## src/rtl/queue_calc_pkg.sv

```systemverilog
`default_nettype none
// +----------------------------------------------------------------------------+
// | Module : queue_calc_pkg                                                    |
// | Brief  : Shared opcodes, widths and FSM state type for the queue           |
// |          calculator program driver.                                        |
// | Rev    : 1.0  initial release                                              |
// +----------------------------------------------------------------------------+
package queue_calc_pkg;

  localparam int DATA_W_DEF     = 8;
  localparam int QUEUE_SIZE_DEF = 5;
  localparam int PROG_DEPTH_DEF = 16;
  localparam int OP_W           = 3;

  localparam logic [OP_W-1:0] OP_PUSH = 3'd0;
  localparam logic [OP_W-1:0] OP_POP  = 3'd1;
  localparam logic [OP_W-1:0] OP_ADD  = 3'd2;
  localparam logic [OP_W-1:0] OP_MUL  = 3'd3;
  localparam logic [OP_W-1:0] OP_SUB  = 3'd4;
  localparam logic [OP_W-1:0] OP_DIV  = 3'd5;
  localparam logic [OP_W-1:0] OP_MOD  = 3'd6;
  localparam logic [OP_W-1:0] OP_HALT = 3'd7;

  // Instruction word is {op, imm}
  function automatic int instr_w(input int data_w);
    return OP_W + data_w;
  endfunction

  typedef enum logic [2:0] {
    ST_IDLE  = 3'd0,
    ST_ISSUE = 3'd1,
    ST_CHECK = 3'd2,
    ST_DONE  = 3'd3,
    ST_ERROR = 3'd4
  } state_e;

endpackage
`default_nettype wire

```

## src/rtl/queue_calc_driver_if.sv

```systemverilog
`default_nettype none
// +----------------------------------------------------------------------------+
// | Module : queue_calc_driver_if                                              |
// | Brief  : Transaction bus between the program driver (master) and the       |
// |          queue calculator (slave).                                         |
// | Rev    : 1.0  initial release                                              |
// +----------------------------------------------------------------------------+
interface queue_calc_driver_if
  import queue_calc_pkg::*;
#(
  parameter int DATA_W = DATA_W_DEF
);
  logic [DATA_W-1:0] calc_in;
  logic [OP_W-1:0]   calc_op;
  logic              calc_apply;
  logic [DATA_W-1:0] calc_tail;
  logic              calc_empty;
  logic              calc_valid;

  modport master (
    output calc_in, calc_op, calc_apply,
    input  calc_tail, calc_empty, calc_valid
  );

  modport slave (
    input  calc_in, calc_op, calc_apply,
    output calc_tail, calc_empty, calc_valid
  );
endinterface
`default_nettype wire

```

## src/rtl/queue_calc_prog_mem.sv

```systemverilog
`default_nettype none
// +----------------------------------------------------------------------------+
// | Module : queue_calc_prog_mem                                               |
// | Brief  : Program store, synchronous write / asynchronous read. Contents    |
// |          are deliberately not reset so a program survives rst.             |
// | Rev    : 1.0  initial release                                              |
// +----------------------------------------------------------------------------+
module queue_calc_prog_mem #(
  parameter  int PROG_DEPTH = 16,
  parameter  int WIDTH      = 11,
  localparam int AW         = $clog2(PROG_DEPTH)
) (
  input  wire logic             clk,
  input  wire logic             we,
  input  wire logic [AW-1:0]    waddr,
  input  wire logic [WIDTH-1:0] wdata,
  input  wire logic [AW-1:0]    raddr,
  output      logic [WIDTH-1:0] rdata
);

  logic [WIDTH-1:0] mem [PROG_DEPTH];

  // Write port
  always_ff @(posedge clk) begin
    if (we) mem[waddr] <= wdata;
  end

  assign rdata = mem[raddr];

endmodule
`default_nettype wire

```

## src/rtl/queue_calc_driver.sv

```systemverilog
`default_nettype none
// +----------------------------------------------------------------------------+
// | Module : queue_calc_driver                                                 |
// | Brief  : Program sequencer for the queue calculator. Issues one {op,imm}   |
// |          per two cycles, checks calc_valid after each, reports the final   |
// |          tail or the PC of the first failing instruction.                  |
// |          Optional: QCD_SHADOW_COUNT_EN adds a shadow occupancy count that  |
// |          stops illegal PUSH/POP/binary ops before they are issued.         |
// | Rev    : 1.0  initial release                                              |
// +----------------------------------------------------------------------------+
module queue_calc_driver
  import queue_calc_pkg::*;
#(
  parameter  int PROG_DEPTH = PROG_DEPTH_DEF,
  parameter  int DATA_W     = DATA_W_DEF,
  parameter  int QUEUE_SIZE = QUEUE_SIZE_DEF,
  localparam int AW         = $clog2(PROG_DEPTH)
) (
  input  wire logic                   clk,
  input  wire logic                   rst,
  input  wire logic                   load_we,
  input  wire logic [AW-1:0]          load_addr,
  input  wire logic [OP_W+DATA_W-1:0] load_data,
  input  wire logic                   start,
  queue_calc_driver_if.master         calc,
  output      logic                   busy,
  output      logic                   done,
  output      logic                   error,
  output      logic [DATA_W-1:0]      result,
  output      logic                   result_ok,
  output      logic [AW-1:0]          err_pc
);

  localparam int IW = instr_w(DATA_W);

  if (QUEUE_SIZE < 2) begin : g_bad_queue_size
    $error("QUEUE_SIZE must be at least 2");
  end

  state_e            state_q, state_d;
  logic [AW-1:0]     pc_q, pc_d;
  logic [DATA_W-1:0] result_q, result_d;
  logic              result_ok_q, result_ok_d;
  logic [AW-1:0]     err_pc_q, err_pc_d;

  logic [IW-1:0]     instr;
  logic [OP_W-1:0]   cur_op;
  logic [DATA_W-1:0] cur_imm;
  logic              shadow_fault;
  logic              issue_apply;
  logic              mem_we;

  // Program is only writable while no run is in flight
  assign mem_we = load_we && (state_q == ST_IDLE || state_q == ST_DONE);

  queue_calc_prog_mem #(
    .PROG_DEPTH (PROG_DEPTH),
    .WIDTH      (IW)
  ) u_prog_mem (
    .clk   (clk),
    .we    (mem_we),
    .waddr (load_addr),
    .wdata (load_data),
    .raddr (pc_q),
    .rdata (instr)
  );

  assign cur_op  = instr[IW-1:DATA_W];
  assign cur_imm = instr[DATA_W-1:0];

`ifdef QCD_SHADOW_COUNT_EN
  localparam int CNT_W = $clog2(QUEUE_SIZE + 1);
  logic [CNT_W-1:0] cnt_q, cnt_d;

  // Predict calculator over/underflow from the shadow occupancy
  always_comb begin
    shadow_fault = 1'b0;
    case (cur_op)
      OP_PUSH: shadow_fault = (cnt_q == CNT_W'(QUEUE_SIZE));
      OP_POP:  shadow_fault = (cnt_q == '0);
      OP_HALT: shadow_fault = 1'b0;
      default: shadow_fault = (cnt_q < CNT_W'(2));
    endcase
  end

  // Track occupancy of every instruction actually applied
  always_comb begin
    cnt_d = cnt_q;
    if (issue_apply) begin
      if (cur_op == OP_PUSH) cnt_d = cnt_q + CNT_W'(1);
      else                   cnt_d = cnt_q - CNT_W'(1);
    end
  end

  // Occupancy register, follows the calculator across runs until rst
  always_ff @(posedge clk or posedge rst) begin
    if (rst) cnt_q <= '0;
    else     cnt_q <= cnt_d;
  end
`else
  assign shadow_fault = 1'b0;
`endif

  assign issue_apply = (state_q == ST_ISSUE) && (cur_op != OP_HALT) && !shadow_fault;

  // Sequencer next-state and result/error capture
  always_comb begin
    state_d     = state_q;
    pc_d        = pc_q;
    result_d    = result_q;
    result_ok_d = result_ok_q;
    err_pc_d    = err_pc_q;
    case (state_q)
      ST_IDLE, ST_DONE: begin
        if (start) begin
          pc_d        = '0;
          result_d    = '0;
          result_ok_d = 1'b0;
          if (!calc.calc_valid) begin
            state_d  = ST_ERROR;
            err_pc_d = '0;
          end else begin
            state_d = ST_ISSUE;
          end
        end
      end
      ST_ISSUE: begin
        if (cur_op == OP_HALT) begin
          state_d     = ST_DONE;
          result_d    = calc.calc_empty ? '0 : calc.calc_tail;
          result_ok_d = !calc.calc_empty;
        end else if (shadow_fault) begin
          state_d  = ST_ERROR;
          err_pc_d = pc_q;
        end else begin
          state_d = ST_CHECK;
        end
      end
      ST_CHECK: begin
        if (!calc.calc_valid) begin
          state_d  = ST_ERROR;
          err_pc_d = pc_q;
        end else if (pc_q == AW'(PROG_DEPTH - 1)) begin
          // Last slot executed: stop rather than wrap the PC
          state_d     = ST_DONE;
          result_d    = calc.calc_empty ? '0 : calc.calc_tail;
          result_ok_d = !calc.calc_empty;
        end else begin
          pc_d    = pc_q + AW'(1);
          state_d = ST_ISSUE;
        end
      end
      ST_ERROR: state_d = ST_ERROR;
      default:  state_d = ST_IDLE;
    endcase
  end

  // Sequencer state register
  always_ff @(posedge clk or posedge rst) begin
    if (rst) begin
      state_q     <= ST_IDLE;
      pc_q        <= '0;
      result_q    <= '0;
      result_ok_q <= 1'b0;
      err_pc_q    <= '0;
    end else begin
      state_q     <= state_d;
      pc_q        <= pc_d;
      result_q    <= result_d;
      result_ok_q <= result_ok_d;
      err_pc_q    <= err_pc_d;
    end
  end

  assign calc.calc_apply = issue_apply;
  assign calc.calc_op    = issue_apply ? cur_op  : '0;
  assign calc.calc_in    = issue_apply ? cur_imm : '0;

  assign busy      = (state_q == ST_ISSUE) || (state_q == ST_CHECK);
  assign done      = (state_q == ST_DONE);
  assign error     = (state_q == ST_ERROR);
  assign result    = result_q;
  assign result_ok = result_ok_q;
  assign err_pc    = err_pc_q;

endmodule
`default_nettype wire

```

## src/flat_wrapper.sv

```systemverilog
// flat-port wrapper written by rule: the top's interface ports become plain ports
module queue_calc_driver_flat import queue_calc_pkg::*;
#(
  parameter  int PROG_DEPTH = PROG_DEPTH_DEF,
  parameter  int DATA_W     = DATA_W_DEF,
  parameter  int QUEUE_SIZE = QUEUE_SIZE_DEF,
  localparam int AW         = $clog2(PROG_DEPTH)
)
  (clk, rst, load_we, load_addr, load_data, start, busy, done, error, result, result_ok, err_pc, calc_calc_in, calc_calc_op, calc_calc_apply, calc_calc_tail, calc_calc_empty, calc_calc_valid);
  queue_calc_driver_if #(.DATA_W(DATA_W)) calc_i ();
  input  wire logic clk;
  input  wire logic rst;
  input  wire logic load_we;
  input  wire logic [AW-1:0] load_addr;
  input  wire logic [OP_W+DATA_W-1:0] load_data;
  input  wire logic start;
  output      logic busy;
  output      logic done;
  output      logic error;
  output      logic [DATA_W-1:0] result;
  output      logic result_ok;
  output      logic [AW-1:0] err_pc;
  output wire logic [$bits(calc_i.calc_in)-1:0] calc_calc_in;
  output wire logic [$bits(calc_i.calc_op)-1:0] calc_calc_op;
  output wire logic [$bits(calc_i.calc_apply)-1:0] calc_calc_apply;
  input wire logic [$bits(calc_i.calc_tail)-1:0] calc_calc_tail;
  input wire logic [$bits(calc_i.calc_empty)-1:0] calc_calc_empty;
  input wire logic [$bits(calc_i.calc_valid)-1:0] calc_calc_valid;
  assign calc_calc_in = calc_i.calc_in;
  assign calc_calc_op = calc_i.calc_op;
  assign calc_calc_apply = calc_i.calc_apply;
  assign calc_i.calc_tail = calc_calc_tail;
  assign calc_i.calc_empty = calc_calc_empty;
  assign calc_i.calc_valid = calc_calc_valid;
  queue_calc_driver #(.PROG_DEPTH(PROG_DEPTH), .DATA_W(DATA_W), .QUEUE_SIZE(QUEUE_SIZE)) u_core (.clk(clk), .rst(rst), .load_we(load_we), .load_addr(load_addr), .load_data(load_data), .start(start), .calc(calc_i), .busy(busy), .done(done), .error(error), .result(result), .result_ok(result_ok), .err_pc(err_pc));
endmodule
```

## config.mk

```make
export PLATFORM = sky130hd
export DESIGN_NAME = queue_calc_driver_flat
export DESIGN_NICKNAME = d
export VERILOG_FILES = /design/src/rtl/queue_calc_pkg.sv /design/src/rtl/queue_calc_driver_if.sv /design/src/rtl/queue_calc_prog_mem.sv /design/src/rtl/queue_calc_driver.sv /design/src/flat_wrapper.sv
export SDC_FILE = /design/constraint.sdc
export NUM_CORES = 1
export LEC_CHECK = 0
export BUFFER_PORTS_ARGS = -buffer_cell sky130_fd_sc_hd__buf_2
export CAP_MARGIN = 5
export CORE_AREA = 10 10 122 124
export CTS_CLUSTER_SIZE = 12
export DETAILED_ROUTE_END_ITERATION = 8
export DIE_AREA = 0 0 132 134
export GPL_TIMING_DRIVEN = 0
export PLACE_DENSITY = 0.83
export SETUP_SLACK_MARGIN = 0.02
export SYNTH_ARGS = -nofsm -noshare
export SYNTH_HDL_FRONTEND = slang
export SYNTH_SLANG_ARGS = --single-unit
export TNS_END_PERCENT = 50
```

## constraint.sdc

```tcl
create_clock -name clk -period 4.5 [get_ports clk]
set_clock_uncertainty 0.2 [all_clocks]
set_input_delay 0.225 -clock clk [delete_from_list [all_inputs] [get_ports clk]]
set_output_delay 0.225 -clock clk [all_outputs]
set_load 0.03 [all_outputs]
```

* After elaboration in Yosys (flattened, before gate mapping)
Memories as Yosys holds them, arrays and structs flattened.
Index checks and enable logic that the tools add are counted.
** Storage, ports and cells
- Flip-flop bits (word level) :: 20
- Output and inout port bits :: 28
- Input port bits :: 29
- Latch bits :: 0
- Bits in writable memories :: 176
- ROM bits :: 0
- Memories kept :: 1
** Memory list
- u_core.u_prog_mem.mem :: depth 16, width 11, rd ports 1, clocked after memory_dff 0, wr ports 1, line queue_calc_prog_mem.sv:21 : logic [WIDTH-1:0] mem [PROG_DEPTH];
** Operators by class
- Multiply operators :: 0
- Bitwise gates (word level) :: 0
- Eq/ne operators :: 14
- Shift operators :: 0
- Reduce and logical (&&, ||, !) cells :: 12
- Add/sub/neg operators :: 1
- Divide/modulo/power cells :: 0
- Mux-type cells :: 29
- Order comparisons :: 0
** Operator list (number)
- $mux W8 :: 6
- $mux W4 :: 6
- $pmux W8 S3 :: 1
- $pmux W4 S2 :: 2
- $mux W3 :: 4
- $ne A2 B2 Y1 const B :: 6
- $pmux W3 S4 :: 1
- $reduce_and A4 Y1 :: 2
- $mux W1 :: 7
- $eq A3 B2 Y1 const B :: 2
- $eq A3 B3 Y1 const B :: 2
- $reduce_and A5 Y1 :: 1
- $add A4 B1 Y4 const B :: 1
- $eq A4 B4 Y1 const B :: 1
- $eq A3 B1 Y1 const B :: 1
- $logic_not A3 Y1 :: 1
- $ne A3 B3 Y1 const B :: 1
- $pmux W1 S3 :: 1
- $reduce_bool A3 Y1 :: 1
- $logic_and A1 B1 Y1 :: 2
- $logic_or A1 B1 Y1 :: 2
- $mux W2 :: 1
- $ne A2 B1 Y1 const B :: 1
- $reduce_bool A2 Y1 :: 1
- 2 further kinds :: 2

* Logic depth before layout (Yosys ltp)
- Depth in word-level cells :: 5
- Mapped depth :: 9
- Gate-level depth less buffers :: 7

* Cells and area by module
A second synthesis with hierarchy kept.
** Unflattened totals
- Cells, all modules :: 414
- Area total of the unflattened synthesis :: 7947.6 um2
** By module, submodules not included
- queue_calc_prog_mem :: area an instance 6777.8 um2, times used 1, cells each 294, seq. area each 5285.1 um2
- queue_calc_driver :: area an instance 1169.9 um2, times used 1, cells each 120, seq. area each 500.5 um2

* Worst setup path after synthesis
OpenSTA, ideal clock, no wires.
- Kind :: flip-flop to output port
- From :: register u_core.pc_q[0]
- To :: output port calc_calc_op[1]
- Required time :: 4.075 ns
- Buffers on the path :: 1
- Cell stages (with the launch flop) :: 8
- Path slack :: 1.424 ns
- Arrival time :: 2.651 ns
- Cell sequence :: dfrtp_1 > buf_6 > mux4_2 > a22oi_1 > and3_1 > or2_1 > inv_2 > nor4_1
** On the way
- Cells in the longest elaborated chain, start to end :: 4
** Ends and longest elaborated chain
- from (decl) :: line queue_calc_driver.sv:41 : logic [AW-1:0] pc_q, pc_d;
- from (signal assigned) :: line queue_calc_driver.sv:168 : pc_q <= pc_d;
- $mem_v2 Z16 W11 (*)
- $ne A3 B3 Y1 :: line queue_calc_driver.sv:104 : assign issue_apply = (state_q == ST_ISSUE) && (cur_op != OP_HALT) && !shadow_fault;
- $logic_and A1 B1 Y1 :: line queue_calc_driver.sv:104
- $mux W3 (*) :: line queue_calc_driver.sv:176 : assign calc.calc_op = issue_apply ? cur_op : '0;
- to (decl) :: line flat_wrapper.sv:24 : output wire logic [$bits(calc_i.calc_op)-1:0] calc_calc_op;
Mark *: on every way between the ends. The rest lies on a longest branch, timed or not.

* Worst setup path after layout
- From :: register u_core.pc_q[1]
- To :: output port calc_calc_in[4]
** On the way
- Cells in the longest elaborated chain, start to end :: 4
** Ends and longest elaborated chain
- $mem_v2 Z16 W11 (*)
- $ne A3 B3 Y1 :: line queue_calc_driver.sv:104
- $logic_and A1 B1 Y1 :: line queue_calc_driver.sv:104
- $mux W8 (*) :: line queue_calc_driver.sv:177 : assign calc.calc_in = issue_apply ? cur_imm : '0;
- to (decl) :: line flat_wrapper.sv:23 : output wire logic [$bits(calc_i.calc_in)-1:0] calc_calc_in;
Marks and branches as above.

==> summary.txt <==
Finish
  – Commonest non-fill, non-tap cells in the layout: 176 x edfxtp_1, 60 x buf_2, 51 x mux4_2, 23 x nor2_1, 23 x dlygate4sd3_1
  – Fin util: 0.741
  – Area Overhead vs Synth: 18.0%
  – Commonest non-fill, non-tap cell in the layout: edfxtp_1
  – Fillers: 694
  – Ant diodes: 0
  – Total Nets Final: 536
  – Share of cells above drive strength 1: 0.308
  – Non-Filler Instances: 691

Pwr
  – Worst IR drop on VDD: 0.262 mV
  – Internal power: 2.97 mW
  – Sw frac: 0.214
  – Flop pwr share: 0.537
  – Combinational Power Share: 0.067
  – Leak: 3.12 nW
  – Clock share of power: 0.396
  – Final Power: 3.78 mW
  – Psw: 811 uW
  – Pwr Density: 410 nW/um^2

CTS
  – CTS max path bufs: 2
  – Clk sinks: 196
  – H-tree levels: 4
  – Hold buffer count at CTS: 23
  – Post-CTS setup buffers: 0
  – CTS tree: done
  – PostCTS Resize Cnt: 0
  – CTS buffer count: 17
  – Clk slew on worst S/H paths: 0.07 ns
  – Root Buffer: clkbuf_16
  – Worst-Skew Late Latency: 0.43 ns

Floorplanning
  – FP Rows: 41
  – Placeable Area: 12500 um^2
  – Die Width: 132 um
  – Die Footprint: 17700 um^2
  – Die height: 134 um
  – Initial Util: 0.627
  – IO Pins: 57

Drt
  – Initial drt markers: 499
  – Via density: 6.34
  – DRT Wirelength: 18000 um
  – Routed wire per std cell: 26.0 um
  – Drc violations: 0
  – Via count: 4382
  – Drt pass-1 iters: 5
  – Routed Antenna Nets: 0

Global route
  – Largest net degree at the start of global routing: 21
  – Global-route wire length before repair: 27400 um
  – Initial antenna violation count: 0
  – GR Util All Layers: 0.208
  – Overflow after GRT: 0
  – Vias in the first global route: 4612

Synthesis
  – Post-synth cell types: 44
  – Post-synthesis sequential area ratio: 0.740
  – Primary FF master, synth: edfxtp_1
  – Synth Instances: 401
  – Average cell area after synthesis: 19.5 um^2
  – Fraction of registers with async set/reset: 0.102
  – Post-synth EDFFs: 176
  – Yosys warnings: 0
  – Syn Nets: 431
  – Syn Std Cell Area: 7820 um^2
  – Seq cells post-synth: 196

Min path
  – Hold_sp: load_addr[2]
  – Hold WC Path Type: primary input to flop

STA
  – Setup Total Neg Slack: 0 ns
  – Final min period: 3.98 ns
  – Fin. Hold Viols: 0
  – Worst slew margin: 0.147
  – Fin crit share: 0.885
  – F_max: 251 MHz
  – Slack of the critical path: 0.518 ns
  – Unrepaired setup endpoints after global routing: no
  – Final setup fails: 0
  – Worst Tran Pin Value: 1.27 ns
  – Final Max Slew Viols: 0

Worst setup path
  – CP Class: flop to primary output
  – Max incr delay on CP: 0.80 ns
  – CP arrival: 3.56 ns
  – WP data required: 4.07 ns
  – Critical path peak fanout: 10
  – Worst path cell trace: buf_1 -> clkbuf_1 -> mux4_2 -> mux4_2 -> nor2b_1 -> buf_2
  – CP dominant cell by count: mux4_2
  – R2R Path Start: u_core.state_q[1]$_DFFE_PP0P_
  – CP startpoint kind: flop
  – Critical Path Start: u_core.pc_q[1]$_DFFE_PP0P_
  – CP endpoint kind: primary output
  – Slowest cell on crit path: clkbuf_1

Placement
  – Post-Place Cells: 633
  – GPL Wtd Cong: 0.861
  – IO Port Bufs: 56
  – Setup WS pre-CTS: 1.13 ns
  – DP Wirelength: 11000 um

Outcome
  – Status: complete, no violations

Job
  – Max_cap viols: 0
## power groups by stage
stage          registers [mW]  clock network (mW)  logic [mW]
3_5_place_dp             2.07                   0       0.229
6_report                 2.03                1.50       0.255
5_1_grt                  2.03                1.58       0.276
2_1_floorplan            2.08                   0       0.121
4_1_cts                  2.03                1.50       0.250
3_3_place_gp             2.07                   0       0.215
## Yosys cell counts (2+ instances only)
cell type	n	area share
edfxtp_1	176	0.68
mux4_2	51	0.15
nor2_1	24	0.012
dfrtp_1	20	0.064
nor2b_1	15	0.012
nand2_1	12	0.0058
nand3_1	11	0.0070
a22o_1	9	0.010
clkbuf_1	8	0.0038
o21ai_0	8	0.0051
inv_1	7	0.0034
buf_1	4	0.0019
buf_2	4	0.0026
nand2b_1	4	0.0032
nor3_1	4	0.0026
o21ai_1	4	0.0026
a22oi_1	3	0.0029
a21o_1	2	0.0019
a31oi_1	2	0.0016
and3_1	2	0.0016
buf_4	2	0.0019
inv_2	2	0.00096
nand3b_1	2	0.0019
nor3b_1	2	0.0019
nor4_1	2	0.0016
o21bai_1	2	0.0019
or3_1	2	0.0016
## state kept, by name, indices dropped and copies added (netlist names)
name / count
u_core.err_pc: 4
u_core.pc_q: 4
u_core.u_prog_mem.mem: 176
u_core.result: 8
u_core.state_q: 3
u_core.result_ok: 1
## worst max-delay path: cells and delay by family (launching register included)
family,cells,cell delay [ns]
and+or+nand+nor,1,0.18
DFF,1,0.43
muxes,2,0.91
buffers and inverters,3,1.60
## layer usage
| layer | share of wire | vias up | global-route usage | routed length (um) |
|---|---|---|---|---|
| met2 | 0.50 | 277 | 0.340 | 9050 |
| met4 | 0.027 | 0 | 0.0822 | 494 |
| li1 | - | 1842 | - | - |
| met5 | 0 | - | 0 | 0 |
| met1 | 0.38 | 2216 | 0.259 | 6920 |
| met3 | 0.085 | 47 | 0.0609 | 1530 |
## path summary, 6_finish.rpt
check / depth (start not counted) / slack, ns / end
min reg2reg: 1 / 0.30 / u_core.result_ok$_DFFE_PP0P_
max: 6 / 0.52 / calc_calc_in[4]
max reg2reg: 5 / 1.16 / u_core.u_prog_mem.mem[8][10]$_DFFE_PP_
max in group asynchronous: 3 / 3.36 / u_core.pc_q[1]$_DFFE_PP0P_
min: 2 / 0.12 / u_core.u_prog_mem.mem[1][8]$_DFFE_PP_
min in group asynchronous: 3 / 0.29 / u_core.result[1]$_DFFE_PP0P_
## cell families after synthesis
kind of cell	after synthesis	share of synthesized area
AO/OA/AOI/OAI	36	0.0331
flip-flops	196	0.740
adder cells (fa/ha/maj)	1	0.00160
buffers and inverters	28	0.0160
AND/OR/NAND/NOR	87	0.0582
XOR/XNOR	1	0.00112
multiplexers	52	0.150
## final cells by class
class | count | area (um^2) | area share
flip-flops and latches | 196 | 5790 | 0.627
multi-input cells | 177 | 1930 | 0.209
repair buffers | 86 | 586 | 0.0634
clock buffers | 17 | 425 | 0.0461
well taps | 172 | 215 | 0.0233
clock inverters | 15 | 161 | 0.0175
plain buffers | 19 | 91.3 | 0.00989
inverters | 9 | 33.8 | 0.00366
## stage by stage
| step | cell area (um^2) | hold slack (ns) |
|---|---|---|
| finish | 9230 | 0.117 |
| floorplan | 7820 | -0.0112 |
| global route | 9230 | 0.103 |
| global placement | 8320 | 0.163 |
| detailed placement | 8380 | 0.182 |
| CTS | 9200 | 0.0950 |
Note: power is estimated with default switching activity, not from simulation.
